### config.mk
export PLATFORM = sky130hd
export DESIGN_NAME = sram_controller
export DESIGN_NICKNAME = d
export VERILOG_FILES = /design/src/rtl/sram_controller_pkg.sv /design/src/rtl/sram_controller.sv
export SDC_FILE = /design/constraint.sdc
export NUM_CORES = 1
export LEC_CHECK = 0
export CORE_ASPECT_RATIO = 0.6
export CORE_UTILIZATION = 42
export DETAILED_ROUTE_END_ITERATION = 7
export PLACE_DENSITY = 0.81
export SYNTH_ARGS = -nofsm -noshare
export SYNTH_HDL_FRONTEND = slang
export SYNTH_SLANG_ARGS = --single-unit
### constraint.sdc
create_clock -name clk -period 1.7 [get_ports clk]
set_input_delay 0.34 -clock clk [delete_from_list [all_inputs] [get_ports clk]]
set_output_delay 0.34 -clock clk [all_outputs]
set_load 0.01 [all_outputs]
### src/rtl/sram_controller_pkg.sv
// Shared constants, FSM encoding and request payload for the 16-bit SRAM data-memory controller.
package sram_controller_pkg;

    localparam int unsigned WORD_WIDTH      = 32;
    localparam int unsigned SRAM_ADDR_WIDTH = 18;
    localparam int unsigned SRAM_DATA_WIDTH = 16;
    localparam int unsigned SRAM_IDX_WIDTH  = SRAM_ADDR_WIDTH - 1;
    localparam int unsigned DATA_MEM_BASE   = 1024;

    typedef enum logic [1:0] {
        SRAM_IDLE = 2'd0,
        SRAM_LOW  = 2'd1,
        SRAM_HIGH = 2'd2,
        SRAM_DONE = 2'd3
    } sram_state_t;

    // Request latched in IDLE; the low half-word goes straight to the data register.
    typedef struct packed {
        logic                       is_write;
        logic [SRAM_IDX_WIDTH-1:0]  idx;
        logic [SRAM_DATA_WIDTH-1:0] wdata_hi;
    } sram_req_t;

    function automatic logic [SRAM_IDX_WIDTH-1:0] word_index(
        input logic [WORD_WIDTH-1:0] addr,
        input logic [WORD_WIDTH-1:0] base
    );
        logic [WORD_WIDTH-1:0] w_off;
        w_off = (addr - base) >> 2;
        return SRAM_IDX_WIDTH'(w_off);
    endfunction

endpackage

### src/rtl/sram_controller.sv
// Splits 32-bit MEM-stage loads/stores into two half-word phases on an asynchronous 16-bit SRAM,
// holding the pipeline through ready until the word is written or assembled.
module sram_controller
    import sram_controller_pkg::*;
#(
    parameter int unsigned SRAM_CYCLES   = 2,
    parameter int unsigned DATA_MEM_BASE = 1024
) (
    input  logic                                            clk,
    input  logic                                            rst,
    input  logic                                            rd_en,
    input  logic                                            wr_en,
    input  logic [sram_controller_pkg::WORD_WIDTH-1:0]      address,
    input  logic [sram_controller_pkg::WORD_WIDTH-1:0]      write_data,
    output logic [sram_controller_pkg::WORD_WIDTH-1:0]      read_data,
    output logic                                            ready,
    output logic [sram_controller_pkg::SRAM_ADDR_WIDTH-1:0] sram_addr,
    output logic [sram_controller_pkg::SRAM_DATA_WIDTH-1:0] sram_dq_out,
    output logic                                            sram_dq_oe,
    input  logic [sram_controller_pkg::SRAM_DATA_WIDTH-1:0] sram_dq_in,
    output logic                                            sram_we_n
);

    localparam int unsigned          CNT_W    = $clog2(SRAM_CYCLES);
    localparam logic [CNT_W-1:0]     CNT_LAST = CNT_W'(SRAM_CYCLES - 1);

    sram_state_t                r_state;
    logic [CNT_W-1:0]           r_cnt;
    sram_req_t                  r_req;
    logic [SRAM_DATA_WIDTH-1:0] r_rd_lo;
    logic [WORD_WIDTH-1:0]      r_read_data;
    logic [SRAM_ADDR_WIDTH-1:0] r_sram_addr;
    logic [SRAM_DATA_WIDTH-1:0] r_dq_out;
    logic                       r_dq_oe;
    logic                       r_we_n;

    logic                       w_req;
    logic                       w_is_write;
    logic                       w_phase_end;
    logic [SRAM_IDX_WIDTH-1:0]  w_idx;

    assign w_req       = rd_en | wr_en;
    assign w_is_write  = wr_en & ~rd_en;
    assign w_phase_end = (r_cnt == CNT_LAST);
    assign w_idx       = word_index(address, WORD_WIDTH'(DATA_MEM_BASE));

    // Sequencer: the first cycle of each phase is address setup, the strobe covers the rest.
    always_ff @(posedge clk) begin
        if (rst) begin
            r_state     <= SRAM_IDLE;
            r_cnt       <= '0;
            r_req       <= '0;
            r_rd_lo     <= '0;
            r_read_data <= '0;
            r_sram_addr <= '0;
            r_dq_out    <= '0;
            r_dq_oe     <= 1'b0;
            r_we_n      <= 1'b1;
        end else begin
            case (r_state)
                SRAM_IDLE: begin
                    if (w_req) begin
                        r_req       <= '{is_write: w_is_write, idx: w_idx,
                                         wdata_hi: write_data[WORD_WIDTH-1:SRAM_DATA_WIDTH]};
                        r_state     <= SRAM_LOW;
                        r_cnt       <= '0;
                        r_sram_addr <= {w_idx, 1'b0};
                        r_dq_out    <= write_data[SRAM_DATA_WIDTH-1:0];
                        r_dq_oe     <= w_is_write;
                        r_we_n      <= 1'b1;
                    end
                end
                SRAM_LOW: begin
                    if (w_phase_end) begin
                        r_state     <= SRAM_HIGH;
                        r_cnt       <= '0;
                        r_rd_lo     <= sram_dq_in;
                        r_sram_addr <= {r_req.idx, 1'b1};
                        r_dq_out    <= r_req.wdata_hi;
                        r_we_n      <= 1'b1;
                    end else begin
                        r_cnt  <= r_cnt + CNT_W'(1);
                        r_we_n <= ~r_req.is_write;
                    end
                end
                SRAM_HIGH: begin
                    if (w_phase_end) begin
                        r_state <= SRAM_DONE;
                        r_cnt   <= '0;
                        r_we_n  <= 1'b1;
                        r_dq_oe <= 1'b0;
                        if (!r_req.is_write) begin
                            r_read_data <= {sram_dq_in, r_rd_lo};
                        end
                    end else begin
                        r_cnt  <= r_cnt + CNT_W'(1);
                        r_we_n <= ~r_req.is_write;
                    end
                end
                SRAM_DONE: begin
                    r_state <= SRAM_IDLE;
                end
                default: begin
                    r_state <= SRAM_IDLE;
                end
            endcase
        end
    end

    // Pipeline freeze is ~ready, so ready must react to a new request in the same cycle.
    assign ready       = (r_state == SRAM_DONE) | ((r_state == SRAM_IDLE) & ~w_req);
    assign read_data   = r_read_data;
    assign sram_addr   = r_sram_addr;
    assign sram_dq_out = r_dq_out;
    assign sram_dq_oe  = r_dq_oe;
    assign sram_we_n   = r_we_n;

endmodule

==> Yosys cells after proc, flatten, opt, wreduce, memory -nomap -nowiden <==
Cells that the tools add are included.
{ "totals": {"word_cells": 57, "ramBits": 0, "ff_bits": 121, "inputBits": 84, "mem_bits_ro": 0, "memories": 0, "latchBits": 0, "out_inout_bits": 69} }
{ "op_classes": {"eq_ne": 6, "div_mod_pow": 0, "n_reduce_logical": 12, "shift": 0, "n_bitwise": 7, "mux": 19, "addsub": 2, "n_mul": 0, "magnitude_cmp": 0} }
{ "ops": {"columns": ["op", "count"], "rows": [
  ["18-bit two-way mux", 2],
  ["18-bit case mux with 2 select lines", 1],
  ["16-bit two-way mux", 2],
  ["16-bit case mux with 2 select lines", 1],
  ["19-bit by 11-bit subtractor with 19-bit output (second input constant)", 1],
  ["3-bit AND reduction", 4],
  ["2-bit case mux with 4 select lines", 1],
  ["1-bit two-way mux", 6],
  ["2-bit two-way mux", 3],
  ["2-bit inequality test (second input constant)", 3],
  ["1-bit case mux with 2 select lines", 3],
  ["2-bit AND reduction", 3],
  ["2-bit nonzero test", 3],
  ["2-bit == test (second input constant)", 2],
  ["1-bit NOT", 3],
  ["1-bit bitwise AND", 2],
  ["2-bit by 1-bit == test with 1-bit output (second input constant)", 1],
  ["2-bit logical NOT", 1],
  ["1-bit OR", 2],
  ["2-bit OR reduction", 1],
  ["1-bit adder (second input constant)", 1]
]} }

==> Longest topological paths before layout <==
Gate-level depths: netlist of run 1.
{ "logic_depth": {"word_depth": 4, "ltp_mapped": 9, "ltp_nobuf": 6} }

==> Worst setup path after synthesis of run 1 <==
OpenSTA, ideal clock, no wires.
{ "synth_path": {"path_type": "register -> register", "startpoint": "register r_state[0]", "endpoint": "register r_dq_out[10] (netlist: sram_dq_out[10])", "path_slack_ps": -85, "required_time_ps": 1619, "n_path_buf": 3, "setup_time_ps": 81, "period_less_slack_ps": 1785, "path_stages_with_launch": 10, "arrival_time_ps": 1704, "cell_sequence": "dfxtp_1 -> inv_1 -> ha_1 -> buf_4 -> or3b_1 -> buf_2 -> o21a_4 -> clkbuf_1 -> nor2_1 -> a211oi_2"} }
{ "synth_via": {"elab_chain_len": 3, "word_cells_on_any_way": 7, "classes_between": "eq/ne (3); mux (1); reduce/logical (3)"} }
{ "synth_rtl": {"columns": ["element", "line", "rtl"], "rows": [
  ["start, declared", "sram_controller.sv:27", "sram_state_t r_state;"],
  ["start signal, assigned", "sram_controller.sv:50", "r_state <= SRAM_IDLE;"],
  ["start signal, assigned", "sram_controller.sv:65", "r_state <= SRAM_LOW;"],
  ["start signal, assigned", "sram_controller.sv:75", "r_state <= SRAM_HIGH;"],
  ["2-bit by 1-bit == test with 1-bit output / 2-bit logical NOT (equally long branches)", "sram_controller.sv:60", "case (r_state)"],
  ["2-bit inequality test (no source line) / 2-bit nonzero test (equally long branches)", null, null],
  ["3-bit AND reduction (no source line)", null, null],
  ["end signal, assigned", "sram_controller.sv:68", "r_dq_out <= write_data[SRAM_DATA_WIDTH-1:0];"],
  ["end signal, assigned", "sram_controller.sv:79", "r_dq_out <= r_req.wdata_hi;"],
  ["end, declared", "sram_controller.sv:33", "logic [SRAM_DATA_WIDTH-1:0] r_dq_out;"]
]} }
Several ways; a longest one is shown, not always the timed one.
A chain may end at the register's enable or synchronous reset.

==> Worst setup path in the final report of run 1 <==
{ "layout_path": {"startpoint": "register r_state[1]", "endpoint": "output ready"} }
{ "layout_via": {"elab_chain_len": 3, "word_cells_on_any_way": 4, "classes_between": "eq/ne (1); bitwise (2); reduce/logical (1)"} }
{ "layout_rtl": {"columns": ["element", "line", "rtl"], "rows": [
  ["2-bit logical NOT", "sram_controller.sv:111", "assign ready = (r_state == SRAM_DONE) | ((r_state == SRAM_IDLE) & ~w_req);"],
  ["1-bit bitwise AND", "sram_controller.sv:111", null],
  ["1-bit OR *", "sram_controller.sv:111", null],
  ["end, declared", "sram_controller.sv:16", "output logic ready,"]
]} }
Every way passes the cells marked *; elsewhere a longest branch is shown, timed or not.

==> flow_summary.yaml, run 1 <==
status:
  status: "finished with violations"
  violations: "negative setup slack"
worst_setup_path:
  slowest_stage: "or3b_4"
  path_delay_family: "simple AND/OR/NAND/NOR gates"
  crit_buf_inv: 2
  start_kind: "flip-flop"
  slowest_delay_ns: 0.37
  end_kind: "primary output"
  crit_type: "reg -> out"
  rrSetupSlack_ns: -0.06
  worstPathCellList: "inv_2, ha_4, or3b_4, nand2b_1, buf_2"
  critPathMaxFanout: 2
  required_ns: 1.36
  worstPathArrival_ns: 1.48
synth:
  syn_inst: 579
  avgSynthCellArea_sq_um: 8.452
  async_reset_ff_share_pct: 0
  synth_fp_nets: 669
  synth_area_sq_mm: 0.004893
  synth_edf_count: 0
  ys_ff_latch: 121
  ys.flop_type: "dfxtp_1"
  synth_warnings: 0
  synth.area.top_cells: "dfxtp_1 50%, nand2_1 12%, a21oi_1 8.1%"
  synth_cell_type_count: 41
  synth.top_cell.area_share_pct: 49.50
  yosysTopAreaCell: "dfxtp_1"
  ys_seq_area_share_pct: 49.50
finish:
  multi_input_area_sq_mm: 0.002459
  layout_common_cells: "157 x nand2_1, 127 x clkdlybuf4s50_1, 119 x dfxtp_1"
  num-nets-final: 828
  layout-drive-gt1-share_pct: 19.23
  area_growth_pct: 57.45
  fin_area_sq_mm: 0.007705
  n_fill_cell: 844
  fin_cells: 909
  final_common_cell: "nand2_1"
  diodes: 0
  seq_area_sq_mm: 0.002425
die:
  start_util_pct: 43.17
  rows: 30
  die_h_microns: 85.61
  top_level_ports: 153
  fp.dieW_microns: 141.4
  dieArea_sq_mm: 0.01210
  core_sq_mm: 0.01134
flow_run:
  drv_cap: 0
routing:
  ant_nets: 0
  via_per_inst: 5.218
  wire_per_inst_microns: 16.56
  drc_errors: 0
  drt_iter0_markers: 291
  drt_wl_total_microns: 15050
  dr_total_vias: 4743
  drtPass1Iterations: 4
grt:
  antenna_found_initial: 0
  grt_most_used_layer: "met2"
  gr-usage-met2_pct: 38.93
  gr-total-overflow: 0
  grt_pass1_vias: 4702
  grt_max_degree: 54
  use_met1_pct: 29.54
  grtUsageMet3_pct: 5.974
  grt_pass1_wl_microns: 22290
  track_usage_pct: 23.55
place:
  dpl_worst_slack_ns: -0.4049
  gp_congestion: 0.8028
  portBuffers: 137
  place_hpwl_microns: 9192
  place_area_sq_mm: 0.006641
  placedCellCount: 864
hold_path:
  hold_path.class: "in -> reg"
sta:
  max_freq_mhz: 549.1
  clock_skew_ns: 0.007726
  rsz0062_at_grt: "yes"
  worst_slew_pin_slew_ns: 0.3543
  hold_violations: 0
  setup_viol: 20
  min_period_ns: 1.821
  final_max_slew_viol_count: 0
  final.setup.worst_slack_ns: -0.1211
  post-route-period-util_pct: 107.1
  slew_headroom_pct: 76.16
power:
  peakVddDrop_uv: 1096
  powerDensity_mw_per_mm2: 1753
  p_leak_nw: 2.932
cts:
  clk_pin_slew_ns: 0.06
  clockRootBuffer: "clkbuf_16"
  cts_tree: "done"
  cts_buffer_depth: 2
  clock_sinks: 121
  clock_latency_ns: 0.40
  cts-htree-levels: 4
  numCtsBuffers: 17
==> cells in the mapped netlist, drive strengths merged (6+ instances only) <==
cell and number:
nand2 160, a211oi 34, mux2i 25, dfxtp 121, clkbuf 32, nor2 41
buf 12, ha 6, nor3 8, o21ai 9, inv 9, a21oi 79
==> sequential cells by signal, indices dropped and copies added, names as in the netlist <==
| signal | cells |
|---|---|
| r_cnt | 1 |
| r_rd_lo | 16 |
| r_req | 34 |
| r_state | 2 |
| read_data | 32 |
| sram_addr | 18 |
| sram_dq_oe | 1 |
| sram_dq_out | 16 |
| sram_we_n | 1 |
==> metal layers <==
layer | wire length (microns) | up-vias
met2 | 7166 | 175
li1 | - | 2272
met4 | 242 | 0
met5 | 0 | -
met3 | 862 | 23
met1 | 6779 | 2273
==> where the power goes <==
group	internal, mW	switching [mW]
Combinational	3.17	3.11
Clock	2.09	1.23
Sequential	3.49	0.413
==> path summary, 6_finish.rpt <==
| kind | startpoint | endpoint | depth (start not counted) |
|---|---|---|---|
| setup / recovery | r_state[1]$_SDFFE_PP0P_ | ready | 5 |
| hold / removal | rst | r_req[11]$_SDFFE_PP0P_ | 2 |
| setup reg to reg | r_state[1]$_SDFFE_PP0P_ | sram_addr[17]$_SDFFE_PP0P_ | 8 |
| hold reg to reg | r_rd_lo[7]$_SDFFE_PP0P_ | read_data[7]$_SDFFE_PP0P_ | 2 |
==> through the flow <==
step | total power, mW | hold slack, ns | util, % | setup TNS [ns]
6_report | 13.50 | 0.3465 | 67.97 | -0.5358
5_1_grt | 14.13 | 0.3653 | 67.97 | -1.884
4_1_cts | 12.62 | 0.3273 | 64.65 | -0.6937
3_5_place_dp | 8.603 | 0.4459 | 58.59 | -9.620
3_3_place_gp | 8.373 | 0.4357 | 58.59 | -8.336
2_1_floorplan | 6.734 | 0.4321 | - | -0.3830
==> what timing repair did <==
| item | 4_1_cts | 5_1_grt |
|---|---|---|
| hold buffers | 0 | 0 |
| pin swaps | 2 | 7 |
| hold endpoints to repair | 0 | 0 |
| buffers inserted | 2 | 3 |
| setup endpoints to repair | 13 | 68 |
| cloned | 3 | 10 |
| resized for setup | 21 | 44 |
==> final cells by class <==
type	instances	share of cell area (%)
multi-input cells	406	31.91
flip-flops and latches	121	31.47
repair buffers	183	26.50
clock buffers	21	6.106
well taps	160	2.598
clock inverters	9	0.9743
inverters	9	0.4385
==> kinds of logic (layout without fill, tap and decap cells) <==
kind of cell             count (synthesis)  after routing  share of synthesized area [%]
AO/OA/AOI/OAI                          136            137                          18.54
AND/OR/NAND/NOR                        233            233                          19.69
multiplexers                            25             25                          5.114
adder cells (fa/ha/maj)                  6              6                          1.534
flip-flops                             121            121                          49.50
buffers and inverters                   53            222                          4.730
XOR/XNOR                                 5              5                         0.8949
Power figures use the tool's default switching activity.
==> run 2, diff against run 1 <==
--- a/config.mk
+++ b/config.mk
@@ -7,6 +7,7 @@
 export LEC_CHECK = 0
 export CORE_ASPECT_RATIO = 0.6
 export CORE_UTILIZATION = 42
+export CTS_CLUSTER_DIAMETER = 60
 export DETAILED_ROUTE_END_ITERATION = 7
 export PLACE_DENSITY = 0.81
 export SYNTH_ARGS = -nofsm -noshare
==> results of run 2 <==
Final layout, timing and power as in run 1 (identical DEF).
==> run 3, diff against run 2 <==
--- a/config.mk
+++ b/config.mk
@@ -6,6 +6,7 @@
 export NUM_CORES = 1
 export LEC_CHECK = 0
 export CORE_ASPECT_RATIO = 0.6
+export CORE_MARGIN = 2
 export CORE_UTILIZATION = 42
 export CTS_CLUSTER_DIAMETER = 60
 export DETAILED_ROUTE_END_ITERATION = 7
==> flow_summary.yaml, run 3 (synthesized netlist as in run 1, its figures left out) <==
status:
  status: "finished with violations"
  violations: "negative setup slack"
place:
  dpl_worst_slack_ns: -0.4140
  placedCellCount: 864
  place_hpwl_microns: 8944
  gp_congestion: 0.7702
  portBuffers: 137
cts:
  clk_pin_slew_ns: 0.05
  cts-htree-levels: 4
  clock_latency_ns: 0.41
  clock_sinks: 121
  cts_tree: "done"
  clockRootBuffer: "clkbuf_16"
  cts_hold_buf: 0
  cts_buffer_depth: 2
  numCtsBuffers: 17
finish:
  final_common_cell: "nand2_1"
  layout_common_cells: "155 x nand2_1, 119 x dfxtp_1, 112 x clkdlybuf4s50_1"
  diodes: 0
  largest_reg_flops: 34
  layout-drive-gt1-share_pct: 19.30
  top_register: "r_req"
  fin_cells: 906
  num-nets-final: 824
  area_growth_pct: 57.73
routing:
  drt_wl_total_microns: 14660
  dr_total_vias: 4725
  drtPass1Iterations: 5
  drt_iter0_markers: 292
  drc_errors: 0
  wire_per_inst_microns: 16.18
  via_per_inst: 5.215
  ant_nets: 0
grt:
  grt_pass1_wl_microns: 21020
  grt_pass1_vias: 4441
  use_met1_pct: 26.93
  track_usage_pct: 21.31
  gr-total-overflow: 0
  grtUsageMet3_pct: 6.014
  antenna_found_initial: 0
  grt_most_used_layer: "met2"
  grt_max_degree: 40
  gr-usage-met2_pct: 35.89
power:
  power.share.clock_pct: 23.8
  pwr-share-seq_pct: 28.9
  p_int_mw: 8.729
  switching_share_pct: 36.30
  pwr-share-comb_pct: 47.3
  powerDensity_mw_per_mm2: 1775
  peakVddDrop_uv: 972.6
  netSwitchingPower_mw: 4.975
  p_leak_nw: 3.117
  totalPowerFinal_mw: 13.70
sta:
  rsz0062_at_grt: "yes"
  max_freq_mhz: 545.4
  clock_skew_ns: 0.01303
  post-route-period-util_pct: 107.9
  final_max_slew_viol_count: 0
  worst_slew_pin_slew_ns: 0.4071
  final.setup.worst_slack_ns: -0.1337
  hold_ws_ns: 0.3661
  min_period_ns: 1.834
  hold_violations: 0
  slew_headroom_pct: 72.61
  tns_ns: -2.804
  setup_viol: 33
hold_path:
  hold_path.class: "in -> reg"
worst_setup_path:
  worstPathArrival_ns: 1.49
  start_kind: "flip-flop"
  critPathMaxFanout: 2
  end_kind: "primary output"
  crit_type: "reg -> out"
  required_ns: 1.36
  rrSetupSlack_ns: -0.13
die:
  top_level_ports: 153
  die_h_microns: 87.61
  dieArea_sq_mm: 0.01256
  rows: 30
  core_sq_mm: 0.01134
  start_util_pct: 43.17
  fp.dieW_microns: 143.4
flow_run:
  drv_cap: 0
[run 3: cell types whose count changed in the layout (fill, tap and decap cells not counted), sizes merged]
cell           previous run  this run
clkdlybuf4s50           127       112
dlymetal6s2s              7        22
clkbuf                   29        27
buf                      40        39
[run 3: cell type report]
class	instances	area [sq um]
Clock inverter	9	75.07
Multi-Input combinational cell	406	2541
Sequential cell	121	2425
Fill cell	869	3617
Inverter	9	33.78
Clock buffer	22	464.2
Tap cell	160	200.2
Timing Repair Buffer	179	1979
[run 3: critical path, stage by stage (launching register included)]
cell	delay (ns)
dfxtp_2	0.32
inv_2	0.07
ha_4	0.14
or3b_4	0.37
nand2b_1	0.07
buf_2	0.12
[run 3: power groups by stage]
stage / combinational (mW) / sequential [mW] / clock, mW
CTS: 5.23 / 3.87 / 3.32
global route: 6.86 / 4.03 / 3.47
global placement: 4.59 / 3.85 / 0
finish: 6.48 / 3.96 / 3.26
detailed placement: 4.77 / 3.89 / 0
floorplan: 2.73 / 4.01 / 0
[run 3: routing by layer]
| metal | up-vias | share of wire, % |
|---|---|---|
| li1 | 2266 | - |
| met1 | 2275 | 45 |
| met2 | 166 | 48 |
| met3 | 18 | 5.4 |
| met4 | 0 | 1.4 |
| met5 | - | 0 |
[run 3: path summary, 6_finish.rpt]
path                            depth (start not counted)                  startpoint                    endpoint
worst max-delay path                                    5     r_state[0]$_SDFFE_PP0P_                       ready
worst min-delay path                                    2                         rst   sram_addr[0]$_SDFFE_PP0P_
worst max register to register                          9     r_state[0]$_SDFFE_PP0P_  sram_addr[17]$_SDFFE_PP0P_
worst min register to register                          2  sram_addr[11]$_SDFFE_PP0P_  sram_addr[11]$_SDFFE_PP0P_
[run 3: what timing repair did]
item	4_1_cts	5_1_grt
gates resized for setup	25	78
setup buffers	2	3
pin swaps	1	5
cloned	2	7
setup endpoints to repair	7	69
[run 3: through the flow]
step | instance area, sq um | util, %
floorplan | 4936 | -
global placement | 6629 | 58.48
detailed placement | 6629 | 58.48
CTS | 7276 | 64.18
global route | 7719 | 68.09
finish | 7719 | 68.09
